`src/rtl/iob_initiator_if.sv`:
```
`default_nettype none
// ============================================================================
// Module      : iob_initiator_if
// Description : CPU-side access request and PDS bus-master handshake signals
// Revision    : 1.0  initial release
// ============================================================================
interface iob_initiator_if;
    logic CPUREQ;
    logic CPUWE;
    logic CPULDS;
    logic CPUUDS;
    logic ACK;
    logic BERR;
    logic IOREQ;
    logic IOWE;
    logic IOLDS;
    logic IOUDS;
    logic nADLEEN;
    logic IOACT;

    // master: the initiator itself; slave: CPU bus logic plus PDS bus master
    modport master (
        input  CPUREQ, CPUWE, CPULDS, CPUUDS, IOACT,
        output ACK, BERR, IOREQ, IOWE, IOLDS, IOUDS, nADLEEN
    );

    modport slave (
        output CPUREQ, CPUWE, CPULDS, CPUUDS, IOACT,
        input  ACK, BERR, IOREQ, IOWE, IOLDS, IOUDS, nADLEEN
    );
endinterface
`default_nettype wire

```
`src/rtl/iob_initiator.sv`:
```
`default_nettype none
// ============================================================================
// Module      : iob_initiator
// Description : Launches one I/O-bus transaction per CPU access, returns ACK/BERR
// Revision    : 1.0  initial release
// ============================================================================
module iob_initiator #(
    parameter int SYNC_STAGES = 2,
    parameter int TIMEOUT     = 1023
) (
    input  logic           CLK,
    input  logic           RES,
    iob_initiator_if.master bus
);

    typedef enum logic [2:0] {
        S_IDLE  = 3'd0,
        S_REQ   = 3'd1,
        S_ACT   = 3'd2,
        S_TERM  = 3'd3,
        S_REARM = 3'd4,
        S_ERR   = 3'd5,
        S_DRAIN = 3'd6
    } state_t;

    localparam logic [9:0] c_TIMEOUT_LAST = 10'(TIMEOUT - 1);
    localparam logic [9:0] c_COUNT_MAX    = 10'h3FF;

    state_t                 r_state;
    logic [SYNC_STAGES-1:0] r_ioactSync;
    logic [SYNC_STAGES-1:0] r_primed;
    logic [9:0]             r_count;
    logic                   r_ack;
    logic                   r_berr;
    logic                   r_ioReq;
    logic                   r_ioWe;
    logic                   r_ioLds;
    logic                   r_ioUds;
    logic                   r_nAdleEn;

    logic       w_ioactS;
    logic       w_launchOk;
    logic       w_timeout;
    logic [9:0] w_countInc;

    assign w_ioactS   = r_ioactSync[SYNC_STAGES-1];
    // The synchronizer restarts from zero on reset, so IOACTs is meaningless
    // until it has refilled; no launch is allowed before then.
    assign w_launchOk = r_primed[SYNC_STAGES-1];
    assign w_timeout  = (r_count == c_TIMEOUT_LAST);
    assign w_countInc = (r_count == c_COUNT_MAX) ? r_count : r_count + 10'd1;

    always_ff @(posedge CLK) begin
        if (RES) begin
            r_state     <= S_IDLE;
            r_ioactSync <= '0;
            r_primed    <= '0;
            r_count     <= '0;
            r_ack       <= 1'b0;
            r_berr      <= 1'b0;
            r_ioReq     <= 1'b0;
            r_ioWe      <= 1'b0;
            r_ioLds     <= 1'b0;
            r_ioUds     <= 1'b0;
            r_nAdleEn   <= 1'b1;
        end else begin
            r_ioactSync <= {r_ioactSync[SYNC_STAGES-2:0], bus.IOACT};
            r_primed    <= {r_primed[SYNC_STAGES-2:0], 1'b1};
            r_ack       <= 1'b0;
            r_berr      <= 1'b0;

            case (r_state)
                S_IDLE: begin
                    if (bus.CPUREQ && !w_ioactS && w_launchOk) begin
                        r_state   <= S_REQ;
                        r_ioWe    <= bus.CPUWE;
                        r_ioLds   <= bus.CPULDS;
                        r_ioUds   <= bus.CPUUDS;
                        r_ioReq   <= 1'b1;
                        r_nAdleEn <= 1'b0;
                        r_count   <= '0;
                    end
                end
                S_REQ: begin
                    r_count <= w_countInc;
                    // The normal transition takes priority over a coincident timeout.
                    if (w_ioactS) begin
                        r_state   <= S_ACT;
                        r_ioReq   <= 1'b0;
                        r_nAdleEn <= 1'b1;
                    end else if (w_timeout) begin
                        r_state   <= S_ERR;
                        r_ioReq   <= 1'b0;
                        r_nAdleEn <= 1'b1;
                        r_berr    <= 1'b1;
                        r_ioWe    <= 1'b0;
                        r_ioLds   <= 1'b0;
                        r_ioUds   <= 1'b0;
                    end
                end
                S_ACT: begin
                    r_count <= w_countInc;
                    if (!w_ioactS) begin
                        r_state <= S_TERM;
                        r_ack   <= 1'b1;
                        r_ioWe  <= 1'b0;
                        r_ioLds <= 1'b0;
                        r_ioUds <= 1'b0;
                    end else if (w_timeout) begin
                        r_state   <= S_ERR;
                        r_ioReq   <= 1'b0;
                        r_nAdleEn <= 1'b1;
                        r_berr    <= 1'b1;
                        r_ioWe    <= 1'b0;
                        r_ioLds   <= 1'b0;
                        r_ioUds   <= 1'b0;
                    end
                end
                S_TERM: begin
                    r_state <= S_REARM;
                end
                S_REARM: begin
                    if (!bus.CPUREQ) begin
                        r_state <= S_IDLE;
                    end
                end
                S_ERR: begin
                    r_state <= S_DRAIN;
                end
                S_DRAIN: begin
                    if (!w_ioactS) begin
                        r_state <= S_REARM;
                    end
                end
                default: begin
                    r_state <= S_IDLE;
                end
            endcase
        end
    end

    assign bus.ACK     = r_ack;
    assign bus.BERR    = r_berr;
    assign bus.IOREQ   = r_ioReq;
    assign bus.IOWE    = r_ioWe;
    assign bus.IOLDS   = r_ioLds;
    assign bus.IOUDS   = r_ioUds;
    assign bus.nADLEEN = r_nAdleEn;

endmodule
`default_nettype wire

```
`src/flat_wrapper.sv`:
```
// flat-port wrapper written by rule: the top's interface ports become plain ports
module iob_initiator_flat 
#(
    parameter int SYNC_STAGES = 2,
    parameter int TIMEOUT     = 1023
)
  (CLK, RES, bus_CPUREQ, bus_CPUWE, bus_CPULDS, bus_CPUUDS, bus_IOACT, bus_ACK, bus_BERR, bus_IOREQ, bus_IOWE, bus_IOLDS, bus_IOUDS, bus_nADLEEN);
  iob_initiator_if bus_i ();
  input  logic CLK;
  input  logic RES;
  input wire logic [$bits(bus_i.CPUREQ)-1:0] bus_CPUREQ;
  input wire logic [$bits(bus_i.CPUWE)-1:0] bus_CPUWE;
  input wire logic [$bits(bus_i.CPULDS)-1:0] bus_CPULDS;
  input wire logic [$bits(bus_i.CPUUDS)-1:0] bus_CPUUDS;
  input wire logic [$bits(bus_i.IOACT)-1:0] bus_IOACT;
  output wire logic [$bits(bus_i.ACK)-1:0] bus_ACK;
  output wire logic [$bits(bus_i.BERR)-1:0] bus_BERR;
  output wire logic [$bits(bus_i.IOREQ)-1:0] bus_IOREQ;
  output wire logic [$bits(bus_i.IOWE)-1:0] bus_IOWE;
  output wire logic [$bits(bus_i.IOLDS)-1:0] bus_IOLDS;
  output wire logic [$bits(bus_i.IOUDS)-1:0] bus_IOUDS;
  output wire logic [$bits(bus_i.nADLEEN)-1:0] bus_nADLEEN;
  assign bus_i.CPUREQ = bus_CPUREQ;
  assign bus_i.CPUWE = bus_CPUWE;
  assign bus_i.CPULDS = bus_CPULDS;
  assign bus_i.CPUUDS = bus_CPUUDS;
  assign bus_i.IOACT = bus_IOACT;
  assign bus_ACK = bus_i.ACK;
  assign bus_BERR = bus_i.BERR;
  assign bus_IOREQ = bus_i.IOREQ;
  assign bus_IOWE = bus_i.IOWE;
  assign bus_IOLDS = bus_i.IOLDS;
  assign bus_IOUDS = bus_i.IOUDS;
  assign bus_nADLEEN = bus_i.nADLEEN;
  iob_initiator #(.SYNC_STAGES(SYNC_STAGES), .TIMEOUT(TIMEOUT)) u_core (.CLK(CLK), .RES(RES), .bus(bus_i));
endmodule
```
`config.mk`:
```
export PLATFORM = sky130hd
export DESIGN_NAME = iob_initiator_flat
export DESIGN_NICKNAME = d
export VERILOG_FILES = /design/src/rtl/iob_initiator_if.sv /design/src/rtl/iob_initiator.sv /design/src/flat_wrapper.sv
export SDC_FILE = /design/constraint.sdc
export NUM_CORES = 1
export LEC_CHECK = 0
export ABC_AREA = 0
export CAP_MARGIN = 20
export CORE_UTILIZATION = 58
export CTS_CLUSTER_SIZE = 30
export DETAILED_ROUTE_END_ITERATION = 7
export GPL_ROUTABILITY_DRIVEN = 1
export MAX_ROUTING_LAYER = met4
export PLACE_DENSITY = 0.91
export SYNTH_ARGS = -nofsm -noshare
export SYNTH_HDL_FRONTEND = slang
export SYNTH_SLANG_ARGS = --single-unit
```
`constraint.sdc`:
```
create_clock -name CLK -period 4.4 [get_ports CLK]
set_clock_uncertainty 0.1 [all_clocks]
set_input_delay 1.1 -clock CLK [delete_from_list [all_inputs] [get_ports CLK]]
set_output_delay 1.1 -clock CLK [all_outputs]
set_load 0.02 [all_outputs]
```
==> results.toml <==
[floorplanning]
die_h_um = 47.9
ios = 14
die_w_um = 47.9
core_area_sq_um = 1980
rows = 16
start_util_pct = 61.7
die_area_sq_um = 2300

[place]
dp_slack_ns = 1.45
finalWeightedCongestion = 0.770
dpl.hpwl_um = 1720
port_buffers = 13

[synthesis]
synthArstFlopShare_pct = 0
ys_top_cells_by_area = "dfxtp_1 (39%), a21oi_1 (4.9%), nand2b_1 (4.1%), nand2_1 (3.7%), o31ai_1 (3.7%)"
synthMuxAreaShare_pct = 2.45
synth_xor_area_share_pct = 1.33
syn_nets = 143
ys_seq_area_share_pct = 39.3
ys_ff_latch = 24
synth_compound_area_share_pct = 25.9
synth_top_family_by_area = "compound AO/OA/AOI/OAI gates"
yosysWarningCount = 0
synth_largest_area_cell = "dfxtp_1"
synth_top_area_share_pct = 39.3
ys_types = 45
synth_edf_count = 0
synthAdderAreaFrac_pct = 2.04
netlist_area_sq_um = 1220
synth_area_per_cell_sq_um = 9.13
yosys.area_share.simple_pct = 24.7
netlist_instances = 134
synth_top_flop_cell = "dfxtp_1"

[layout]
drive_above_1_share_pct = 7.69
nets = 154
n_antenna_cell = 0
final_cell_mix = "dfxtp_1 (24), clkdlybuf4s50_1 (13), nand2_1 (12), a21oi_1 (12), nand2b_1 (8)"
n_fill_cell = 149
area_delta_synth_final_pct = 12.8
final_common_cell = "dfxtp_1"

[worst_setup_path]
reg2reg_slack_ns = 2.50
end_kind = "flop"
path_cells = "clkdlybuf4s50_1 > and3b_1 > o311ai_1 > or4_1 > a21oi_1"
reg2reg_from = "u_core.r_state[0]$_SDFFE_PP0P_"
cp_slowest_stage_delay_ns = 0.52
critPathLaunchType = "input port"
r2r_end = "u_core.r_count[0]$_SDFFE_PP0P_"
critPathSlowestCell = "or4_1"
cp.required_ns = 4.55
cp_max_fo = 7
path_class = "input port to flop"
worstRegToRegCells = 4
arrival_ns = 2.79

[clock_tree]
clkLatencyLatePin_ns = 0.31
hold_buffers = 0
numCtsBuffers = 3
cts_num_sinks = 24
htreeDepth = 1
cts_tree = "done"
cts.path.max_buffers = 2
cts_root_buffer = "clkbuf_4"
postCtsSetupBuffers = 0
cts_resized = 0
clk_pin_slew_ns = 0.12

[sta]
hold-worst-slack_ns = 0.359
setup_violations = 0
relSlewSlack_pct = 55.7
fmax_mhz = 380
fin_tns_setup_ns = 0
period_minus_slack_ns = 2.63
slew_violations = 0
post-route-period-util_pct = 59.9
finalHoldViolations = 0
setup_ws_ns = 1.77
tightest_slew_ns = 0.653
rsz0062_at_grt = "no"

[detailed_routing]
dr.pass1.iters = 4
drtIter0Drc = 12
viasPerCell = 6.32
post_drt_wl_per_cell_um = 14.3
drcViolationCount = 0
drt.antenna.violating_nets = 0
vias = 1075
wirelength_um = 2440

[job]
cap_violations = 0

[global_route]
grt_max_degree = 17
gr-total-overflow = 0
grt_pass1_wl_um = 3680
antenna_found_initial = 0
grt_use_total_pct = 24.1
grt_pass1_vias = 907

[outcome]
status = "finished clean"

[min_path]
holdCritPathClass = "flop to flop"
hp-start = "u_core.r_primed[0]$_DFF_P_"
whs_endpoint = "u_core.r_primed[1]$_SDFF_PP0_"
min_path_cells = 1

[pwr]
p_per_area_nw_per_um2 = 285
vdd_ir_drop_max_mv = 0.198
p_leak_nw = 0.440
totalPowerFinal_uw = 393
## how the worst max path moves through the flow
stage                          start                        endpoint  cells past startpoint
after floorplan           bus_CPUREQ  u_core.r_count[5]$_SDFFE_PP0P_                      5
after global placement    bus_CPUREQ  u_core.r_count[5]$_SDFFE_PP0P_                      5
after detailed placement  bus_CPUREQ  u_core.r_count[7]$_SDFFE_PP0P_                      5
after CTS                 bus_CPUREQ  u_core.r_count[7]$_SDFFE_PP0P_                      5
after global routing      bus_CPUREQ  u_core.r_count[7]$_SDFFE_PP0P_                      5
final                     bus_CPUREQ  u_core.r_count[7]$_SDFFE_PP0P_                      5
## flip-flops by register name, summed over array words and instances (netlist names), 2 cells and up
register / cells
u_core.r_primed: 2
u_core.r_ioactSync: 2
u_core.r_state: 3
u_core.r_count: 10
## report_power, final
| part | switching, mW | total (mW) | leakage [nW] | internal [mW] |
|---|---|---|---|---|
| combinational | 0.0314 | 0.0598 | 0.231 | 0.0284 |
| sequential | 0.0139 | 0.239 | 0.195 | 0.225 |
| clock | 0.0615 | 0.0936 | 0.0138 | 0.0321 |
| total | 0.107 | 0.393 | 0.440 | 0.286 |
## synth_stat cells (3+ instances only)
master      n
mux2i_1     3
dfxtp_1    24
a21oi_1    12
inv_1       6
clkbuf_1    4
nand2_1    12
nand3_1     3
nor2b_1     3
o2bb2ai_1   3
o31ai_1     6
buf_2       3
a211oi_1    3
nand2b_1    8
or4_1       5
## layer usage
layer  share of wire (%)  GRT usage, %  routed length (um)
met5                   0             -                   0
met4                 1.9          10.0                  46
met3                 4.7          4.53                 115
met2                  49          42.4                1200
met1                  44          26.1                1080
## layout make-up
| class | instances | area (sq um) | area share, % |
|---|---|---|---|
| repair buffers | 13 | 130 | 9.43 |
| multi-input cells | 97 | 691 | 50.0 |
| clock buffers | 3 | 22.5 | 1.63 |
| inverters | 6 | 22.5 | 1.63 |
| well taps | 27 | 33.8 | 2.45 |
| flip-flops and latches | 24 | 480 | 34.8 |
## metrics by stage
stage          util, %  instances  area, sq um
2_1_floorplan        -        134         1220
3_3_place_gp      68.5        167         1360
3_5_place_dp      68.5        167         1360
4_1_cts           69.6        170         1380
5_1_grt           69.6        170         1380
6_report          69.6        170         1380
## cells by family (layout without fill, tap and decap cells)
kind of cell    after synthesis  in the layout
buf+inv                      13             22
fa+ha+maj                     2              2
mux                           3              3
flops                        24             24
simple gates                 47             47
xor+xnor                      1              1
compound gates               44             44
## critical path, delay by kind of cell
family                 cells  cell delay [ns]
buffers and inverters      1             0.51
and+or+nand+nor            2             0.82
AOI/OAI and AO/OA          2             0.36
Power figures use the tool's default switching activity.
